--- src/rtl/quake_sample_ctrl_if.sv ---
// rtl/quake_sample_ctrl_if.sv - sensor reader request/ack handshake bundle
//
// Purpose: carries the sample request and the one-cycle acknowledge with the
// raw X/Y/Z words between the sample controller and the sensor reader.
// Signals:
//   sens_req  controller -> reader  request a sample
//   sens_ack  reader -> controller  one-cycle ack, data valid this cycle
//   xdata     reader -> controller  raw X word (16)
//   ydata     reader -> controller  raw Y word (16)
//   zdata     reader -> controller  raw Z word (16)
// Modports: master = controller side, slave = sensor reader side.
interface quake_sample_ctrl_if;
  logic        sens_req;
  logic        sens_ack;
  logic [15:0] xdata;
  logic [15:0] ydata;
  logic [15:0] zdata;

  modport master (
    output sens_req,
    input  sens_ack,
    input  xdata,
    input  ydata,
    input  zdata
  );

  modport slave (
    input  sens_req,
    output sens_ack,
    output xdata,
    output ydata,
    output zdata
  );
endinterface

--- src/rtl/quake_sample_ctrl.sv ---
// rtl/quake_sample_ctrl.sv - accelerometer sample sequencer with peak/threshold alarm
//
// Purpose: issues periodic sample requests, latches raw X/Y/Z onto the scaler
// inputs, captures the scaled magnitudes after the scaler latency, reduces them
// to a peak and qualifies consecutive over-threshold peaks into a sticky alarm.
// Ports:
//   clk, rst          clock, asynchronous active-high reset
//   enable            sampling enable (tick timer runs while high)
//   threshold[23:0]   alarm threshold, sampled in EVAL only
//   stat_clr          pulse: clear alarm, overrun, sens_err
//   sens              sensor reader handshake (master modport)
//   raw_x/y/z[15:0]   registered raw words driving the scaler
//   scaled_x/y/z[23:0] scaler outputs
//   peak[23:0]        max of scaled x/y/z of the last sample
//   sample_valid      one-cycle pulse when peak updates
//   alarm, overrun, sens_err  sticky status flags
//   busy              high whenever the sequencer is not idle
module quake_sample_ctrl #(
  parameter int SAMPLE_DIV  = 100000,
  parameter int SCALER_LAT  = 2,
  parameter int HITS_REQ    = 3,
  parameter int ACK_TIMEOUT = 1024
) (
  input  logic                       clk,
  input  logic                       rst,
  input  logic                       enable,
  input  logic [23:0]                threshold,
  input  logic                       stat_clr,
  quake_sample_ctrl_if.master        sens,
  output logic [15:0]                raw_x,
  output logic [15:0]                raw_y,
  output logic [15:0]                raw_z,
  input  logic [23:0]                scaled_x,
  input  logic [23:0]                scaled_y,
  input  logic [23:0]                scaled_z,
  output logic [23:0]                peak,
  output logic                       sample_valid,
  output logic                       alarm,
  output logic                       overrun,
  output logic                       sens_err,
  output logic                       busy
);

  localparam int TW      = $clog2(SAMPLE_DIV);
  localparam int CNT_MAX = (ACK_TIMEOUT > SCALER_LAT) ? ACK_TIMEOUT : SCALER_LAT;
  localparam int CW      = $clog2(CNT_MAX + 1);

  localparam logic [TW-1:0] TICK_RELOAD = TW'(SAMPLE_DIV - 1);
  localparam logic [CW-1:0] ACK_LAST    = CW'(ACK_TIMEOUT - 1);
  localparam logic [CW-1:0] WAIT_LAST   = CW'(SCALER_LAT - 1);
  localparam logic [3:0]    HITS_SAT    = 4'(HITS_REQ);

  typedef enum logic [1:0] {
    ST_IDLE,
    ST_REQ,
    ST_WAIT,
    ST_EVAL
  } state_t;

  state_t        state_q, state_d;
  logic [TW-1:0] tick_cnt;
  logic          tick;
  logic [CW-1:0] cnt_q;
  logic [3:0]    hits_q, hits_d;
  logic          ack_take, timeout, eval;
  logic [23:0]   max_xy, max_xyz;
  logic          alarm_set;

  // Tick fires on the cycle the down-counter sits at zero, so the first tick
  // lands SAMPLE_DIV edges after enable is first seen high.
  assign tick = enable && (tick_cnt == '0);

  always_ff @(posedge clk or posedge rst) begin
    if (rst) begin
      tick_cnt <= TICK_RELOAD;
    end else if (!enable || tick_cnt == '0) begin
      tick_cnt <= TICK_RELOAD;
    end else begin
      tick_cnt <= tick_cnt - 1'b1;
    end
  end

  always_ff @(posedge clk or posedge rst) begin
    if (rst) begin
      state_q <= ST_IDLE;
    end else begin
      state_q <= state_d;
    end
  end

  always_comb begin
    state_d  = state_q;
    ack_take = 1'b0;
    timeout  = 1'b0;
    eval     = 1'b0;
    unique case (state_q)
      ST_IDLE: begin
        if (tick) state_d = ST_REQ;
      end
      ST_REQ: begin
        // An ack in the last allowed cycle still wins over the timeout.
        if (sens.sens_ack) begin
          state_d  = ST_WAIT;
          ack_take = 1'b1;
        end else if (cnt_q == ACK_LAST) begin
          state_d = ST_IDLE;
          timeout = 1'b1;
        end
      end
      ST_WAIT: begin
        if (cnt_q == WAIT_LAST) state_d = ST_EVAL;
      end
      ST_EVAL: begin
        state_d = ST_IDLE;
        eval    = 1'b1;
      end
      default: state_d = ST_IDLE;
    endcase
  end

  // Shared dwell counter: counts cycles spent in REQ (timeout) and WAIT
  // (scaler latency); restarts on every state change.
  always_ff @(posedge clk or posedge rst) begin
    if (rst) begin
      cnt_q <= '0;
    end else if (state_d != state_q || state_q == ST_IDLE) begin
      cnt_q <= '0;
    end else begin
      cnt_q <= cnt_q + 1'b1;
    end
  end

  always_comb begin
    max_xy    = (scaled_x >= scaled_y) ? scaled_x : scaled_y;
    max_xyz   = (max_xy >= scaled_z) ? max_xy : scaled_z;
    hits_d    = hits_q;
    alarm_set = 1'b0;
    if (eval) begin
      if (max_xyz >= threshold) begin
        hits_d = (hits_q == HITS_SAT) ? hits_q : hits_q + 4'd1;
      end else begin
        hits_d = 4'd0;
      end
      alarm_set = (hits_d == HITS_SAT);
    end
  end

  always_ff @(posedge clk or posedge rst) begin
    if (rst) begin
      raw_x        <= '0;
      raw_y        <= '0;
      raw_z        <= '0;
      peak         <= '0;
      sample_valid <= 1'b0;
      hits_q       <= '0;
      alarm        <= 1'b0;
      overrun      <= 1'b0;
      sens_err     <= 1'b0;
    end else begin
      if (ack_take) begin
        raw_x <= sens.xdata;
        raw_y <= sens.ydata;
        raw_z <= sens.zdata;
      end
      if (eval) peak <= max_xyz;
      sample_valid <= eval;
      hits_q       <= hits_d;
      // Set has priority over a same-cycle clear.
      alarm    <= alarm_set || (alarm && !stat_clr);
      overrun  <= (tick && state_q != ST_IDLE) || (overrun && !stat_clr);
      sens_err <= timeout || (sens_err && !stat_clr);
    end
  end

  // Combinational from state so the request drops with an async reset.
  assign sens.sens_req = (state_q == ST_REQ);
  assign busy          = (state_q != ST_IDLE);

endmodule
--- src/flat_wrapper.sv ---
// flat-port wrapper written by rule: the top's interface ports become plain ports
module quake_sample_ctrl_flat 
#(
  parameter int SAMPLE_DIV  = 100000,
  parameter int SCALER_LAT  = 2,
  parameter int HITS_REQ    = 3,
  parameter int ACK_TIMEOUT = 1024
)
  (clk, rst, enable, threshold, stat_clr, raw_x, raw_y, raw_z, scaled_x, scaled_y, scaled_z, peak, sample_valid, alarm, overrun, sens_err, busy, sens_sens_req, sens_sens_ack, sens_xdata, sens_ydata, sens_zdata);
  quake_sample_ctrl_if sens_i ();
  input  logic clk;
  input  logic rst;
  input  logic enable;
  input  logic [23:0] threshold;
  input  logic stat_clr;
  output logic [15:0] raw_x;
  output logic [15:0] raw_y;
  output logic [15:0] raw_z;
  input  logic [23:0] scaled_x;
  input  logic [23:0] scaled_y;
  input  logic [23:0] scaled_z;
  output logic [23:0] peak;
  output logic sample_valid;
  output logic alarm;
  output logic overrun;
  output logic sens_err;
  output logic busy;
  output wire logic [$bits(sens_i.sens_req)-1:0] sens_sens_req;
  input wire logic [$bits(sens_i.sens_ack)-1:0] sens_sens_ack;
  input wire logic [$bits(sens_i.xdata)-1:0] sens_xdata;
  input wire logic [$bits(sens_i.ydata)-1:0] sens_ydata;
  input wire logic [$bits(sens_i.zdata)-1:0] sens_zdata;
  assign sens_sens_req = sens_i.sens_req;
  assign sens_i.sens_ack = sens_sens_ack;
  assign sens_i.xdata = sens_xdata;
  assign sens_i.ydata = sens_ydata;
  assign sens_i.zdata = sens_zdata;
  quake_sample_ctrl #(.SAMPLE_DIV(SAMPLE_DIV), .SCALER_LAT(SCALER_LAT), .HITS_REQ(HITS_REQ), .ACK_TIMEOUT(ACK_TIMEOUT)) u_core (.clk(clk), .rst(rst), .enable(enable), .threshold(threshold), .stat_clr(stat_clr), .sens(sens_i), .raw_x(raw_x), .raw_y(raw_y), .raw_z(raw_z), .scaled_x(scaled_x), .scaled_y(scaled_y), .scaled_z(scaled_z), .peak(peak), .sample_valid(sample_valid), .alarm(alarm), .overrun(overrun), .sens_err(sens_err), .busy(busy));
endmodule
--- config.mk ---
export PLATFORM = sky130hd
export DESIGN_NAME = quake_sample_ctrl_flat
export DESIGN_NICKNAME = d
export VERILOG_FILES = /design/src/rtl/quake_sample_ctrl_if.sv /design/src/rtl/quake_sample_ctrl.sv /design/src/flat_wrapper.sv
export SDC_FILE = /design/constraint.sdc
export NUM_CORES = 1
export LEC_CHECK = 0
export BUFFER_PORTS_ARGS = -buffer_cell sky130_fd_sc_hd__buf_2
export CORE_MARGIN = 2
export CORE_UTILIZATION = 30
export CTS_BUF_LIST = sky130_fd_sc_hd__clkbuf_4 sky130_fd_sc_hd__clkbuf_8 sky130_fd_sc_hd__clkbuf_16
export DETAILED_ROUTE_END_ITERATION = 8
export GPL_ROUTABILITY_DRIVEN = 1
export PLACE_DENSITY = 0.63
export SYNTH_ARGS = -nofsm -noshare
export SYNTH_HDL_FRONTEND = slang
export SYNTH_SLANG_ARGS = --single-unit
--- constraint.sdc ---
create_clock -name clk -period 8.4 [get_ports clk]
set_clock_uncertainty 0.05 [all_clocks]
set_input_delay 0.84 -clock clk [delete_from_list [all_inputs] [get_ports clk]]
set_output_delay 0.84 -clock clk [all_outputs]
set_load 0.02 [all_outputs]
# Word level (Yosys, flattened, before mapping)
# Index checks and enable logic that the tools add are counted.
# W data, S select, Z words.
op_classes:
  addsub: 3
  n_lt_le_gt_ge: 3
  n_eq_ne: 8
  muxes: 19
  reduce_logical: 15
ops:
  columns: ["operator", "n"]
  rows:
  - ["$ge A24 B24 Y1", 3]
  - ["$mux W24", 2]
  - ["$logic_not A17 Y1", 1]
  - ["$mux W17", 1]
  - ["$sub A17 B1 Y17 const B", 1]
  - ["$mux W4", 3]
  - ["$add A11 B1 Y11 const B", 1]
  - ["$eq A11 B1 Y1 const B", 1]
  - ["$eq A11 B10 Y1 const B", 1]
  - ["$mux W11", 1]
  - ["$eq A4 B2 Y1 const B", 2]
  - ["$mux W2", 4]
  - ["$pmux W2 S4", 1]
  - ["$mux W1", 7]
  - ["$logic_and A1 B1 Y1", 5]
  - ["$logic_or A1 B1 Y1", 5]
  - ["$add A4 B1 Y4 const B", 1]
  - ["$eq A2 B2 Y1 const B", 2]
  - ["$eq A2 B1 Y1 const B", 1]
  - ["$logic_not A1 Y1", 2]
  - ["$logic_not A2 Y1", 1]
  - ["$ne A2 B2 Y1", 1]
  - ["$reduce_bool A2 Y1", 1]
totals:
  register_bits: 110
  inputBits: 149
  out_inout_bits: 78
  elab_cells: 60

# Longest topological paths before layout
# Gate-level depths: netlist of run 1.
logic_depth:
  word_depth: 10
  mapped_depth: 28

# Worst setup path before layout of run 1
# No wires, ideal clock.
synth_timing:
  path_kind: "input -> register"
  start: "in scaled_y[5]"
  end: "reg u_core.hits_q[1]"
  setup_time_ns: 0.131
  arrival_time_ns: 5.722
  required_time_ns: 8.219
  setup_slack_ns: 2.497
  stages: 28
  n_path_buf: 4
  cell_sequence: "inv_1 ha_1 a21o_1 a221oi_1 o21ai_0 o211a_1 clkbuf_1 clkbuf_1 o21ai_0 nand2_1 ha_1 a21o_1 nand3_1 a21oi_1 a2111o_1 or2_1 buf_2 buf_4 o311a_1 or2_1 ha_1 nand2b_1 a21o_1 a21oi_1 o21ai_0 a221o_1 a21oi_1 o32ai_1"
synth_via:
  elab_chain_cells: 7
synth_rtl:
  columns: ["item", "line", "source"]
  rows:
  - ["start, declared", "flat_wrapper.sv:20", "input logic [23:0] scaled_y;"]
  - ["$ge A24 B24 Y1", "quake_sample_ctrl.sv:134", "max_xy = (scaled_x >= scaled_y) ? scaled_x : scaled_y;"]
  - ["$mux W24 *", "quake_sample_ctrl.sv:134", null]
  - ["$ge A24 B24 Y1", "quake_sample_ctrl.sv:135", "max_xyz = (max_xy >= scaled_z) ? max_xy : scaled_z;"]
  - ["$mux W24 *", "quake_sample_ctrl.sv:135", null]
  - ["$ge A24 B24 Y1 *", "quake_sample_ctrl.sv:139", "if (max_xyz >= threshold) begin"]
  - ["$mux W4 *", "quake_sample_ctrl.sv:139", null]
  - ["$mux W4 *", "quake_sample_ctrl.sv:138", "if (eval) begin"]
  - ["end signal, assigned", "quake_sample_ctrl.sv:167", "hits_q <= hits_d;"]
  - ["end, declared", "quake_sample_ctrl.sv:64", "logic [3:0] hits_q, hits_d;"]
# Every way passes the cells marked *; elsewhere a longest branch is shown, timed or not. The select of a mux whose other input is x is not followed.
# A chain may end at the register's enable or synchronous reset.

# Final worst setup path of run 1
layout_timing:
  start: "in scaled_y[22]"
  end: "reg u_core.hits_q[1]"
# Same word-level chain as after synthesis.

==> results of run 1 <==
## registers in the layout, summed over array words and instances (netlist names)
signal,count
u_core.raw_y,16
u_core.raw_x,16
u_core.overrun,1
u_core.peak,24
u_core.alarm,1
u_core.sample_valid,1
u_core.hits_q,4
u_core.sens_err,1
u_core.raw_z,16
u_core.tick_cnt,17
u_core.state_q,2
u_core.cnt_q,11
## power by group through the flow
| stage | logic (mW) | clock network [mW] | registers, mW |
|---|---|---|---|
| floorplan | 0.211 | 0 | 0.618 |
| global placement | 0.376 | 0 | 0.589 |
| finish | 0.380 | 0.423 | 0.579 |
| detailed placement | 0.381 | 0 | 0.590 |
| CTS | 0.383 | 0.441 | 0.580 |
| global route | 0.431 | 0.461 | 0.584 |
## layer usage
metal | GRT usage | vias up | share of wire
li1 | - | 2931 | -
met1 | 0.185 | 2775 | 0.44
met2 | 0.260 | 169 | 0.48
met3 | 0.0417 | 27 | 0.059
met4 | 0.0441 | 2 | 0.022
met5 | 0 | - | 0.00071
## area by class of cell
| class | instances | area, µm² |
|---|---|---|
| Multi-Input combinational cell | 484 | 3720 |
| Clock inverter | 6 | 61.3 |
| Sequential cell | 110 | 2770 |
| Inverter | 88 | 333 |
| Clock buffer | 10 | 233 |
| Fill cell | 2298 | 14000 |
| Timing Repair Buffer | 230 | 1160 |
| Tap cell | 285 | 357 |
## critical path, cell delays in order
cell and delay, ns:
buf_2 0.08, inv_1 0.04, ha_1 0.31, nand4_1 0.23
nor4_1 0.50, o211a_1 1.01, o21ai_0 0.35, nand2_1 0.13
ha_1 0.25, a21o_1 0.16, nand3_1 0.07, a21oi_1 0.06
a2111o_1 0.73, or2_1 0.34, buf_4 0.23, o311a_1 0.17
or2_1 0.22, ha_1 0.26, nand2b_1 0.14, a21o_1 0.18
a21oi_1 0.18, o21ai_0 0.18, a221o_1 0.43, a21oi_1 0.19
o32ai_1 0.11
## path summary, 6_finish.rpt
kind	startpoint	endpoint	slack [ns]	depth (start not counted)
max in group asynchronous	rst	u_core.cnt_q[4]	6.50	3
hold reg to reg	u_core.tick_cnt[0]	u_core.tick_cnt[0]	0.41	1
min in group asynchronous	rst	u_core.peak[3]	0.44	2
setup / recovery	scaled_y[22]	u_core.hits_q[1]	1.15	25
hold / removal	u_core.tick_cnt[0]	u_core.tick_cnt[0]	0.41	1
setup reg to reg	u_core.tick_cnt[0]	u_core.state_q[0]	5.67	8
## cell usage after synthesis (2+ instances only)
cell type and n:
o2111ai_1 2, o21ai_0 35, nor2_1 33, buf_1 2, a221oi_1 2, and3_1 2, xnor2_1 14, buf_2 2
or3_1 24, mux2_2 71, nand3_1 14, o31ai_1 3, a21o_1 9, nand4_1 9, clkbuf_1 20, nor4_1 4
ha_1 76, dfrtp_1 100, a2111oi_0 3, or2_1 2, nor2b_1 3, buf_4 2, nand2_1 51, nor3b_1 2
nand2b_1 4, nor3_1 29, o2bb2ai_1 2, inv_1 87, a211oi_1 2, xor2_1 6, a31oi_1 26, or4_1 3
o22ai_1 2, a21oi_1 23, or2_2 2, dfstp_2 10
## through the flow
stage | hold slack [ns] | worst slack, ns | std cells | total power, mW
after floorplan | 0.384 | 2.50 | 708 | 0.829
after CTS | 0.417 | 1.28 | 1213 | 1.40
after global routing | 0.437 | 0.590 | 1213 | 1.48
final | 0.414 | 1.15 | 1213 | 1.38
after detailed placement | 0.399 | 0.901 | 1197 | 0.971
after global placement | 0.396 | 0.957 | 1197 | 0.965
## cells by family (layout without fill, tap and decap cells)
kind of cell / Yosys count / in the layout / share of synthesized area
muxes: 71 / 71 / 0.116
xor gates and xnor gates: 20 / 20 / 0.0254
buffers and inverters: 114 / 334 / 0.0634
adders and majority gates: 76 / 76 / 0.138
AOI/OAI and AO/OA: 128 / 128 / 0.119
DFF: 110 / 110 / 0.401
and+or+nand+nor: 189 / 189 / 0.138
==> metrics.txt, run 1 <==
Seq pwr share=0.419; final net count=1148; Initial Util=0.305; Core Box Area=22600 µm²; detailed router's first-iteration violation count=201; WP data required=8.58 ns; Synth Warn #=0; top post-synthesis cells by area=dfrtp_1 (36%), ha_1 (14%), mux2_2 (12%), inv_1 (4.7%), dfstp_2 (3.8%); Lkg Pwr=4.63 nW; max frequency=0.138 GHz; class of the worst hold path=reg -> reg; clock network fraction of total power=0.306; Net Sw Frac=0.329; sequential area share after synthesis=0.401; Post-DRT Antenna Nets=0; outcome=completed; vias in the first global route=5991; dpl cell area=8330 µm²; Internal=0.928 mW; final core occ=0.381; Synthesized Nets=933; worst IR drop on VDD=0.0000932 V; post-cts resize count=0; TritonCTS Buffers=9; Post-synth ARST share=1.00; #FFs+latches synth=110; Worst-Margin Slew=1.17 ns; Clock Tree Buf Depth=2; CP max FO=49; crit path DAT=7.43 ns; PD cells=160 nW/µm²; first-pass GRT wire length=29300 µm; Synth Flop Type=dfrtp_1; synthesized area per cell=9.75 µm²; DR vias=5904; Clk Latency, worst-skew pair=0.35 ns; initial antenna violation count=1; Area Overhead vs Synth=25.0%; DRC violations left=0; GP Congestion=0.831; post-synth top area share=0.363; Die ar.=24200 µm²; n_diodes=0; commonest cells after routing, fill and taps aside=buf_2 (226), dfrtp_1 (100), inv_1 (86), ha_1 (76), mux2_2 (71); CTS Root Cell=clkbuf_16; # hold bufs at CTS=0; DR vias/cell=4.87; Switch Pwr=0.454 mW; Final Setup Violations=0; clk slew on worst S/H paths=0.08 ns; number of max-cap violations=0; fin area=8630 µm²; largest net degree at the start of global routing=78; Post-synth EDFFs=0; Tcrit/Tclk final=0.863; min Tclk post-route=7.25 ns; startpoint types=input pin; CP endpoint kind=register; Syn Std Cell Area=6900 µm²; Setup CP Type=in -> reg; Post-Route WL=18400 µm; final setup TNS=0 ns; wire length per cell=15.2 µm; distinct cell type count after synthesis=63; Hold Vio Cnt, Final=0; H-Tree Depth=3; num ports=227; Die Wd=156 µm; Die H=156 µm; Gate power share=0.275; total congestion overflow=0; layout cells sized above 1=0.366; Tot GR Track Use=0.151; Port-buffer cells=226; Yosys top cell by area=dfrtp_1; max-slew violations=0; TritonRoute pass-1 iters=4; CTS tree=built; unrepaired setup endpoints after global routing=no; Max-slew headroom=0.219; commonest non-fill, non-tap cell in the layout=buf_2; num rows=55; clk sink count=110; DPL Wire Length=14600 µm; post-CTS setup buffers=0; Cells after Synth=708
(Power assumes the default switching activity.)
==> run 2, diff against run 1 <==
--- a/config.mk
+++ b/config.mk
@@ -5,13 +5,14 @@
 export SDC_FILE = /design/constraint.sdc
 export NUM_CORES = 1
 export LEC_CHECK = 0
+export ABC_AREA = 1
 export BUFFER_PORTS_ARGS = -buffer_cell sky130_fd_sc_hd__buf_2
 export CORE_MARGIN = 2
 export CORE_UTILIZATION = 30
 export CTS_BUF_LIST = sky130_fd_sc_hd__clkbuf_4 sky130_fd_sc_hd__clkbuf_8 sky130_fd_sc_hd__clkbuf_16
 export DETAILED_ROUTE_END_ITERATION = 8
 export GPL_ROUTABILITY_DRIVEN = 1
-export PLACE_DENSITY = 0.63
+export PLACE_DENSITY = 0.62
 export SYNTH_ARGS = -nofsm -noshare
 export SYNTH_HDL_FRONTEND = slang
 export SYNTH_SLANG_ARGS = --single-unit
==> metrics.txt, run 2 <==
Initial Util=0.307 (+0.00219); Max-slew headroom=0.212 (-0.00694); max-slew violations=0 (unchanged); Tot GR Track Use=0.156 (+0.00513); Core Box Area=27000 µm² (+19%); Worst-Margin Slew=1.18 ns (+0.00623 ns); list of most frequent post-synthesis cells=inv_1 (179), nand2_1 (170), dfrtp_1 (100); Final Setup Violations=0 (unchanged); synthesized area per cell=8.57 µm² (-12%); Die Wd=170 µm (+9.4%); Lkg Pwr=5.70 nW (+23%); DR vias=6966 (+18%); DPL Wire Length=18100 µm (+24%); Yosys top cell by area=dfrtp_1; final net count=1406 (+22%); cell with the most instances after synthesis=inv_1; class of the worst hold path=reg -> reg; CTS Root Cell=clkbuf_16; Top reg by flops=u_core.peak; crit path DAT=6.45 ns (-0.98 ns); DRC violations left=0 (unchanged); Synthesized Nets=1193 (+28%); Non-Filler Instances=1529 (+26%); commonest cells after routing, fill and taps aside=buf_2 (226), inv_1 (178), nand2_1 (169), dfrtp_1 (100), ha_1 (76); H-Tree Depth=3 (unchanged); WHS=0.422 ns (+0.00822 ns); Synth Flop Type=dfrtp_1; WP data required=8.61 ns (+0.03 ns); worst IR drop on VDD=0.000104 V (+11%); clk slew on worst S/H paths=0.08 ns (about the same); detailed router's first-iteration violation count=309 (+54%); Hold Vio Cnt, Final=0 (unchanged); max frequency=0.160 GHz (+16%); min Tclk post-route=6.24 ns (-1.01 ns); total congestion overflow=0 (unchanged); post-synth top area share=0.302 (-0.0610); outcome=completed; Setup CP Type=in -> reg; Die H=170 µm (+9.4%); max FFs per register=24 (unchanged); startpoint types=input pin; #FFs+latches synth=110 (unchanged); top flop regs=u_core.peak: 24 flops, u_core.tick_cnt: 17 flops; Clk Latency, worst-skew pair=0.36 ns (about the same); first-pass GRT wire length=35600 µm (+22%); GP Congestion=0.844 (+1.6%); Cells after Synth=968 (+37%); Syn Std Cell Area=8300 µm² (+20%); commonest non-fill, non-tap cell in the layout=buf_2; Area Overhead vs Synth=19.7%; wire length per cell=14.9 µm (-1.4%); CP max FO=25 (-49%); DR vias/cell=4.56 (-6.4%); placed cells=1511 (+26%); # hold bufs at CTS=0 (unchanged); fin area=9940 µm² (+15%); final setup TNS=0 ns (unchanged); TritonRoute pass-1 iters=4 (unchanged); flop-to-flop setup slack=6.34 ns (+0.67 ns); pre-CTS setup slack=1.82 ns (+0.917 ns); slowest CP cell=nand2_2; Port-buffer cells=226 (unchanged); initial antenna violation count=2 (+1); CTS tree=built; TritonCTS Buffers=9 (unchanged); CP endpoint kind=register; Clock Tree Buf Depth=2 (unchanged); Post-Route WL=22800 µm (+24%); distinct cell type count after synthesis=50 (-21%); num rows=60 (+9.1%); dpl cell area=9640 µm² (+16%); layout cells sized above 1=0.329 (-0.0375); Die ar.=29000 µm² (+20%); Tcrit/Tclk final=0.743 (-0.120); num ports=227 (unchanged); number of max-cap violations=0 (unchanged); post-cts resize count=0 (unchanged); largest net degree at the start of global routing=66 (-15%); PD cells=149 nW/µm² (-6.9%); Final Worst Setup Slack=2.16 ns (+1.01 ns); top post-synthesis cells by area=dfrtp_1 (30%), ha_1 (11%), inv_1 (8.1%), nand2_1 (7.7%), mux2_2 (5.3%); Post-synth ARST share=1.00 (unchanged); Critical Path Max Stage Delay=0.60 ns (-0.41 ns); clk sink count=110 (unchanged); Post-synth EDFFs=0 (unchanged); unrepaired setup endpoints after global routing=no; sequential area share after synthesis=0.333 (-0.0674); CP dominant cell by count=nand2_1; vias in the first global route=6953 (+16%); post-CTS setup buffers=0 (unchanged); Synth Warn #=0 (unchanged); Post-DRT Antenna Nets=0 (unchanged)
[run 2: changes by cell type after synthesis, sizes merged, moves of 13 or more]
cell    delta
clkbuf    -13
nand3     +83
inv      +100
o21ai     -20
nor2      +19
nand2    +127
and2      +47
a31oi     -27
or3       -24
mux2      -23
nor3      -19
buf       +13
nand4     +21
o21bai    +24
[run 2: cell type report]
class,count,area (µm²)
timing repair buffer,230,1160
fill,2872,17100
clock buffer,9,225
antenna,2,5.00
multi-input combinational,641,4570
sequential,110,2770
inverter,189,717
clock inverter,7,70.1
tap,341,427
[run 2: per-stage QoR]
stage	total power, mW	utilization
finish	1.48	0.368
CTS	1.51	0.368
detailed placement	1.05	0.357
global placement	1.04	0.357
global route	1.58	0.368
floorplan	0.907	-
[run 2: worst paths after layout]
kind	start	cells past startpoint	endpoint
worst max register to register	u_core.state_q[0]	5	u_core.peak[1]
worst min register to register	u_core.tick_cnt[0]	1	u_core.tick_cnt[0]
worst max-delay path	scaled_y[19]	31	u_core.hits_q[2]
max in group asynchronous	rst	3	u_core.raw_z[8]
worst min-delay path	u_core.tick_cnt[0]	1	u_core.tick_cnt[0]
min in group asynchronous	rst	2	u_core.raw_z[14]
[run 2: report_power, final]
part           switching (mW)  internal, mW
registers              0.0174         0.559
logic                   0.280         0.182
clock network           0.233         0.212
[run 2: kinds of logic after synthesis]
| kind of cell | count (synthesis) | share of synthesized area |
|---|---|---|
| compound gates | 77 | 0.0840 |
| xor+xnor | 17 | 0.0179 |
| fa+ha+maj | 76 | 0.115 |
| buf+inv | 217 | 0.117 |
| flops | 110 | 0.333 |
| mux | 48 | 0.0651 |
| simple gates | 423 | 0.268 |
[run 2: worst max-delay path, delay by kind of cell]
family | cells | cell delay, ns
adders and majority gates | 3 | 0.85
AOI/OAI and AO/OA | 2 | 0.58
buffers and inverters | 5 | 0.65
and+or+nand+nor | 21 | 3.52
[run 2: routing by layer]
| metal | global-route usage | wire length, µm |
|---|---|---|
| met1 | 0.207 | 10500 |
| met2 | 0.266 | 11200 |
| met3 | 0.0188 | 838 |
| met4 | 0.0461 | 356 |
| met5 | 0 | 0 |
